**config.mk**
```make
export PLATFORM = sky130hd
export DESIGN_NAME = multdiv_unit
export DESIGN_NICKNAME = d
export VERILOG_FILES = /design/src/rtl/multdiv_unit.sv
export SDC_FILE = /design/constraint.sdc
export NUM_CORES = 1
export LEC_CHECK = 0
export BUFFER_PORTS_ARGS = -buffer_cell sky130_fd_sc_hd__buf_2
export CAP_MARGIN = 10
export CORE_MARGIN = 3
export CORE_UTILIZATION = 52
export DETAILED_ROUTE_END_ITERATION = 12
export GPL_ROUTABILITY_DRIVEN = 0
export PLACE_DENSITY = 0.7
export SKIP_CTS_REPAIR_TIMING = 1
export SLEW_MARGIN = 20
export SYNTH_ARGS = -nofsm -noshare
export SYNTH_HDL_FRONTEND = slang
export SYNTH_SLANG_ARGS = --single-unit
```
**constraint.sdc**
```tcl
create_clock -name clock -period 4.7 [get_ports clock]
set_input_delay 0.705 -clock clock [delete_from_list [all_inputs] [get_ports clock]]
set_output_delay 0.705 -clock clock [all_outputs]
set_load 0.1 [all_outputs]
```
**src/rtl/multdiv_unit.sv**
```systemverilog
// Multicycle signed multiply (radix-2 Booth) and divide (non-restoring).
// Optional fast zero-operand completion: `define MULTDIV_FAST_EXC_EN.
//
// Ports:
//   clock, reset (async, active low)
//   ctrl_MULT, ctrl_DIV        : one-cycle start strobes (MULT wins)
//   data_operandA/B [WIDTH]    : sampled on a start edge only
//   data_result [WIDTH]        : low product bits or quotient
//   data_exception             : overflow / divide-by-zero flag
//   data_resultRDY             : one-cycle result-valid pulse
//   busy                       : operation in flight
module multdiv_unit #(
  parameter int WIDTH = 32,
  parameter int ITERS = WIDTH
) (
  input  logic             clock,
  input  logic             reset,
  input  logic             ctrl_MULT,
  input  logic             ctrl_DIV,
  input  logic [WIDTH-1:0] data_operandA,
  input  logic [WIDTH-1:0] data_operandB,
  output logic [WIDTH-1:0] data_result,
  output logic             data_exception,
  output logic             data_resultRDY,
  output logic             busy
);

  localparam int W  = WIDTH;
  localparam int CW = $clog2(ITERS + 1);

  typedef enum logic [1:0] {
    IDLE = 2'd0,
    MUL  = 2'd1,
    DIV  = 2'd2,
    DONE = 2'd3
  } state_t;

  state_t state, state_n;

  logic [CW-1:0]  cnt;
  logic [2*W:0]   prod;
  logic [W-1:0]   mcand;
  logic [W+1:0]   rem;
  logic [W-1:0]   quo;
  logic [W-1:0]   dvsr;
  logic           neg;
  logic           bzero;

  logic           start;
  logic           run;
  logic           last;
  logic           fast_done;
  logic [W-1:0]   a_mag;
  logic [W-1:0]   b_mag;

  logic [W-1:0]   acc;
  logic [W:0]     bsum;
  logic [2*W:0]   prod_n;
  logic [W+1:0]   rsh;
  logic [W+1:0]   rem_n;
  logic [W-1:0]   quo_n;

  assign start = ctrl_MULT | ctrl_DIV;
  assign run   = (state == MUL) || (state == DIV);
  assign last  = (cnt == CW'(ITERS)) || fast_done;

  // Magnitudes as unsigned; -2^(W-1) maps onto 2^(W-1).
  assign a_mag = data_operandA[W-1] ? -data_operandA
                                    : data_operandA;
  assign b_mag = data_operandB[W-1] ? -data_operandB
                                    : data_operandB;

`ifdef MULTDIV_FAST_EXC_EN
  logic fast;

  always_ff @(posedge clock or negedge reset) begin
    if (!reset) begin
      fast <= 1'b0;
    end else if (start) begin
      if (ctrl_MULT)
        fast <= (data_operandA == '0) ||
                (data_operandB == '0);
      else
        fast <= (data_operandB == '0);
    end else if (!run) begin
      fast <= 1'b0;
    end
  end

  assign fast_done = run && fast;
`else
  assign fast_done = 1'b0;
`endif

  // Booth step. The add is done one bit wider so that
  // subtracting the most negative multiplicand keeps its sign;
  // the extra bit is consumed by the arithmetic shift.
  assign acc = prod[2*W:W+1];

  always_comb begin
    bsum = {acc[W-1], acc};
    unique case (1'b1)
      (prod[1:0] == 2'b01):
        bsum = {acc[W-1], acc} + {mcand[W-1], mcand};
      (prod[1:0] == 2'b10):
        bsum = {acc[W-1], acc} - {mcand[W-1], mcand};
      default: ;
    endcase
  end

  assign prod_n = {bsum, prod[W:1]};

  // Non-restoring step on magnitudes; the quotient bit is the
  // sign of the new partial remainder, so no final fix-up is
  // needed for the quotient.
  assign rsh   = {rem[W:0], quo[W-1]};
  assign rem_n = rem[W+1] ? rsh + {2'b00, dvsr}
                          : rsh - {2'b00, dvsr};
  assign quo_n = {quo[W-2:0], ~rem_n[W+1]};

  always_ff @(posedge clock or negedge reset) begin
    if (!reset)
      state <= IDLE;
    else
      state <= state_n;
  end

  always_comb begin
    state_n = state;
    unique case (state)
      IDLE:     state_n = IDLE;
      MUL, DIV: if (last) state_n = DONE;
      DONE:     state_n = IDLE;
      default:  state_n = IDLE;
    endcase
    if (ctrl_MULT)
      state_n = MUL;
    else if (ctrl_DIV)
      state_n = DIV;
  end

  always_ff @(posedge clock or negedge reset) begin
    if (!reset) begin
      cnt            <= '0;
      prod           <= '0;
      mcand          <= '0;
      rem            <= '0;
      quo            <= '0;
      dvsr           <= '0;
      neg            <= 1'b0;
      bzero          <= 1'b0;
      data_result    <= '0;
      data_exception <= 1'b0;
    end else if (start) begin
      cnt            <= '0;
      prod           <= {{W{1'b0}}, data_operandB, 1'b0};
      mcand          <= data_operandA;
      rem            <= '0;
      quo            <= a_mag;
      dvsr           <= b_mag;
      neg            <= data_operandA[W-1] ^
                        data_operandB[W-1];
      bzero          <= (data_operandB == '0);
      data_exception <= 1'b0;
    end else if (run) begin
      if (fast_done) begin
        data_result    <= '0;
        data_exception <= (state == DIV);
      end else if (last) begin
        if (state == MUL) begin
          data_result    <= prod[W:1];
          data_exception <= prod[2*W:W+1] != {W{prod[W]}};
        end else if (bzero) begin
          data_result    <= '0;
          data_exception <= 1'b1;
        end else begin
          data_result    <= neg ? -quo : quo;
          // Only +2^(W-1) cannot be represented.
          data_exception <= ~neg & quo[W-1];
        end
      end else begin
        cnt <= cnt + 1'b1;
        if (state == MUL) begin
          prod <= prod_n;
        end else begin
          rem <= rem_n;
          quo <= quo_n;
        end
      end
    end
  end

  assign data_resultRDY = (state == DONE);
  assign busy           = run && (cnt != '0);

endmodule

```
==> results of run 1 <==
==> cells in the final DEF, fill, tap and decap left out, types with 18 or more instances in the layout <==
cell type and count:
nand2_1 397, nor4_1 24, inv_1 42, buf_4 26, or3_1 26, mux2i_1 25
xnor2_1 113, and3_1 28, xor2_1 81, a31oi_1 76, dfrtp_1 238, ha_1 74
a21oi_1 163, nor2_1 182, nor3_1 42, buf_2 101, a21o_1 44, clkbuf_16 29
a22oi_1 26, o31ai_1 28, o21ai_0 149, nand3_1 18, or4_1 19
==> final cells by class <==
class / instances / area, µm²
tap: 435 / 544
fill: 2858 / 13000
clock inverter: 13 / 200
timing repair buffer: 130 / 756
inverter: 42 / 158
sequential: 238 / 5960
clock buffer: 40 / 827
multi-input combinational: 1713 / 10400
==> registers in the layout, summed over array words and instances, names as in the netlist <==
name,cells
mcand,32
data_exception,1
data_result,32
state,2
prod,65
bzero,1
dvsr,32
cnt,6
rem,34
neg,1
quo,32
==> cell families (layout without fill, tap and decap cells) <==
family,count (synthesis),in the layout,synth area share
buf+inv,157,225,0.0352
compound gates,590,590,0.215
fa+ha+maj,78,78,0.0588
simple gates,824,824,0.221
flops,238,238,0.353
xor+xnor,194,194,0.101
mux,27,27,0.0162
==> power groups by stage <==
stage	logic, µW	clock network, µW	registers, µW
after floorplan	1450	0	2410
after global placement	1900	0	2460
after detailed placement	1940	0	2470
after CTS	1950	2430	2430
after global routing	2200	2510	2460
final	1970	2390	2440
==> worst min path at each step <==
| stage | startpoint | endpoint | slack, ns | cells past startpoint |
|---|---|---|---|---|
| after floorplan | reset | bzero | 0.41 | 0 |
| after global placement | data_result[31] | data_result[31] | 0.46 | 2 |
| after detailed placement | data_result[13] | data_result[13] | 0.47 | 2 |
| after CTS | reset | prod[43] | 0.20 | 1 |
| after global routing | reset | prod[43] | 0.21 | 1 |
| final | reset | prod[43] | 0.15 | 1 |
==> stage by stage <==
stage / TNS (ns) / hold WS [ns] / instance area, µm² / utilization / cells
2_1_floorplan: 0 / 0.409 / 16900 / - / 2108
3_3_place_gp: 0 / 0.463 / 17700 / 0.558 / 2557
3_5_place_dp: -0.00744 / 0.467 / 17700 / 0.558 / 2557
4_1_cts: -0.0105 / 0.196 / 18800 / 0.590 / 2610
5_1_grt: -0.00257 / 0.214 / 18800 / 0.593 / 2611
6_report: 0 / 0.150 / 18800 / 0.593 / 2611
==> per-layer routing <==
layer,GRT usage,part of all wire,wire length (µm)
met4,0.0739,0.029,1370
met2,0.426,0.46,21600
met1,0.387,0.46,21700
met3,0.0279,0.048,2260
met5,0,0,0
==> metrics, run 1 <==
CTS buffer count 29; Critical Path Stages 16; first-pass GRT wire length 75.7 mm; initial antenna violation count 0; CP Buf/Inv Count 0; # setup viols final 0; Area Growth Syn to Fin 11.8%; sequential area share after synthesis 0.353; port bufs 102; worst path required time 5.14 ns; Critical Path End Type flip-flop; Clk pwr share 0.351; Post-synth ARST share 1.00; slowest stage cell, crit path or4_4; crit path max fanout 5; crit-path most repeated cell and2_1; Synth top area share 0.353; CP Launch Type flip-flop; Seq cells post-synth 238; pre-CTS setup slack -0.00744 ns; Starting DRT DRC Count 1,325; Peak VDD IR 0.291 mV; Reg2Reg Capture Point rem[32]; worst path cell trace or4_4 -> or4b_4 -> nor3_2 -> and2_1 -> nor2_1 -> xnor2_1 -> ha_1 -> and4_1 -> and2_1 -> a22o_1 -> a31oi_1 -> o221a_2 -> o21ai_4 -> a41oi_1 -> mux2i_1 -> nand3_1; Residual DRC 0; Die Width 186 µm; Hold Violations, Final 0; Max-Cap Viols 0; Main synth FF type dfrtp_1; Sequential Power Share 0.359; leading area contributor after synthesis dfrtp_1; Nets 2,300; crit path capture rem[32]; Synth Instances 2,108; Post-DP HPWL 33.3 mm; chip height 186 µm; Final ANT Viol Nets 0; Initial Utilization 0.530; Design Power 6800 µW; Worst R2R Start dvsr[5]; Routed wire per std cell 18.0 µm; Pre-antenna DRT Iters 5; CP peak stage delay 0.58 ns; Reg2Reg Depth 16; clk_lat worst skew 0.57 ns; share of cells above drive strength 1 0.0983; Internal 4440 µW; Via density 5.99; worst setup margin 0.257 ns; top-count cell post-synth nand2_1; fin crit period 4.44 ns; Mapped Nets 2,254; synthesized cell area 0.0169 mm²; yosys synthesis warning count 0; IO Count 103; Synth top cells by count nand2_1, dfrtp_1, nor2_1; R2R setup slack 0.26 ns; pwr dens 361 mW/mm²; Antenna diodes 0; share of total power in combinational logic 0.290; largest net degree at the start of global routing 240; Static Leak 0.00866 µW; crit path from dvsr[5]; max_slew headroom 0.330; Rows 65; DRT Wirelength 46.9 mm; TritonCTS clock tree done; Worst EP arrival 4.88 ns; Total GRT Usage 0.267; Synth Area per Inst 8.00 µm²; H-tree levels 1; Final period util 0.945; Synth cell types 69; vias in the first global route 14.5k; switching pwr 2360 µW; vias 15.6k; WS Path Type reg -> reg; clk buf depth 3; Core Area 0.0318 mm²; HP Class in -> async; die area 0.0346 mm²; clock-pin slew on the worst setup and hold paths 0.06 ns; root buf cell clkbuf_16; switch share 0.347; clock sink count 238; pin slew with the least headroom to its limit 1.01 ns; gr ovfl total 0; Final Max Slew Viols 0; Post-synth EDFFs 0; ranking of synthesized cells by area dfrtp_1, nand2_1, xnor2_1; Top delay family on crit path simple AND/OR/NAND/NOR gates; status finished clean; clk_skew 0.0125 ns; FMAX 225 MHz
Power figures use the tool's default switching activity.
==> run 2, diff against run 1 <==
Settings changed: BUFFER_PORTS_ARGS -buffer_cell sky130_fd_sc_hd__buf_2 to -buffer_cell sky130_fd_sc_hd__buf_4.
==> run 2 against run 1 <==
  * Global-route usage is 0.38 points higher
  * Highest routed layer unchanged
  * Via count down 0.27%
  * First-iteration DRC count fell by 13%
  * Total power increased by 0.35%
  * Count of clock-buffer cells in the layout shrank 2
==> metrics, run 2 (synthesis gave the netlist of run 1 again) <==
status finished clean; Final period util 0.956 (+0.0102); final core occ 0.601 (+0.00795); port bufs 102 (unchanged); Top reg by flops prod; Max-Cap Viols 0 (unchanged); Die Width 186 µm (unchanged); Hold Violations, Final 0 (unchanged); HP Class in -> async; IO Count 103 (unchanged); most common cell after layout, fill and taps aside nand2_1; max_slew headroom 0.337 (+0.00733); clock sink count 238 (unchanged); first-pass GRT wire length 76.2 mm (+0.71%); Via density 5.96 (-0.43%); gr ovfl total 0 (unchanged); Worst R2R Start mcand[8]; vias 15.6k (-0.27%); CP Launch Type flip-flop; fillers 2,885 (+0.94%); DRT Wirelength 47.8 mm (+1.8%); clk buf depth 3 (unchanged); crit path from mcand[8]; FMAX 223 MHz (-1.1%); clock-pin slew on the worst setup and hold paths 0.07 ns (about the same); Total GRT Usage 0.271 (+0.00379); worst path required time 5.20 ns (+0.06 ns); H-tree levels 1 (unchanged); Layout Cells excl Fill 2,615 (+0.15%); final instance area 0.0191 mm² (+1.3%); crit path max fanout 7 (+2); Final ANT Viol Nets 0 (unchanged); Pre-antenna DRT Iters 6 (+1); CTS buffer count 29 (unchanged); root buf cell clkbuf_16; Critical Path End Type flip-flop; Placed Area 0.0181 mm² (+1.7%); share of cells above drive strength 1 0.0991 (+0.000782); FF/Latch Area 0.00596 mm² (unchanged); Largest register FFs 65 (unchanged); Area Growth Syn to Fin 13.3%; Worst EP arrival 4.99 ns (+0.11 ns); die area 0.0346 mm² (unchanged); biggest regs prod: 65 flops, rem: 34 flops; area of the multi-input gates 0.0104 mm² (-0.26%); Peak VDD IR 0.318 mV (+9.1%); commonest non-fill, non-tap cells in the layout nand2_1, dfrtp_1, nor2_1; TritonCTS clock tree done; clk_skew 0.0210 ns (+0.00852 ns); setup TNS 0 ns (unchanged); pwr dens 357 mW/mm² (-0.97%); Final Max Slew Viols 0 (unchanged); Rows 65 (unchanged); pin slew with the least headroom to its limit 0.991 ns (-0.0145 ns); vias in the first global route 14.4k (-0.069%); # setup viols final 0 (unchanged); Core Area 0.0318 mm² (unchanged); Residual DRC 0 (unchanged); Initial Utilization 0.530 (unchanged); chip height 186 µm (unchanged); Static Leak 0.00870 µW (+0.51%); largest net degree at the start of global routing 125 (-48%); initial antenna violation count 1 (+1); Routed wire per std cell 18.3 µm (+1.6%); clk_lat worst skew 0.57 ns (about the same); fin crit period 4.49 ns (+0.0480 ns); Post-DP HPWL 33.9 mm (+2.0%); WS Path Type reg -> reg; placed cell count 2,563 (+0.23%); Starting DRT DRC Count 1,158 (-13%); Nets 2,305 (+0.22%)
[run 2: cell types whose count changed in the layout (fill, tap and decap cells not counted), moves of 2 or more]
cell	delta
buf_4	+105
inv_6	+2
clkinv_4	-3
buf_2	-101
[run 2: final timing paths]
kind / end / slack [ns] / depth (start not counted)
max in group asynchronous: data_result[26] / 3.47 / 2
min reg2reg: data_result[12] / 0.48 / 2
max reg2reg: prod[63] / 0.21 / 18
min: prod[43] / 0.17 / 1
min in group clock: state[1] / 0.34 / 2
max: prod[63] / 0.21 / 18
[run 2: critical path: stages, from the launching register on]
cell,delay (ns)
dfrtp_1,0.44
or4_1,0.55
or3_1,0.38
nor4b_1,0.26
buf_4,0.19
and2_0,0.16
nor2b_2,0.19
nor2_1,0.07
xnor2_1,0.19
ha_2,0.35
a21oi_1,0.17
o21bai_1,0.08
a21o_1,0.20
a21o_1,0.18
a21o_1,0.17
a221o_1,0.35
nor4b_2,0.25
a21oi_1,0.07
a31oi_1,0.18
[run 2: per-layer routing]
metal	global-route usage	wire (µm)
met4	0.0801	1500
met3	0.0287	2720
met1	0.388	21500
met5	0	0
met2	0.434	22100
[run 2: area by class of cell]
cell class / instances / share of cell area
tap: 435 / 0.0285
antenna: 1 / 0.000131
clock buffer: 38 / 0.0424
clock inverter: 13 / 0.0101
multi-input combinational: 1713 / 0.543
inverter: 42 / 0.00825
sequential: 238 / 0.312
timing repair buffer: 135 / 0.0554
[run 2: per-stage QoR]
stage	hold WS, ns	power (µW)	setup slack, ns
3_3_place_gp	0.469	4400	0.226
6_report	0.171	6830	0.209
2_1_floorplan	0.409	3860	0.342
5_1_grt	0.255	7200	-0.0146
4_1_cts	0.221	6840	0.120
3_5_place_dp	0.473	4450	0.174
[run 2: report_power, final]
group	internal, µW	switching, µW
Combinational	799	1210
Clock	1430	941
Sequential	2210	223
Total	4450	2380
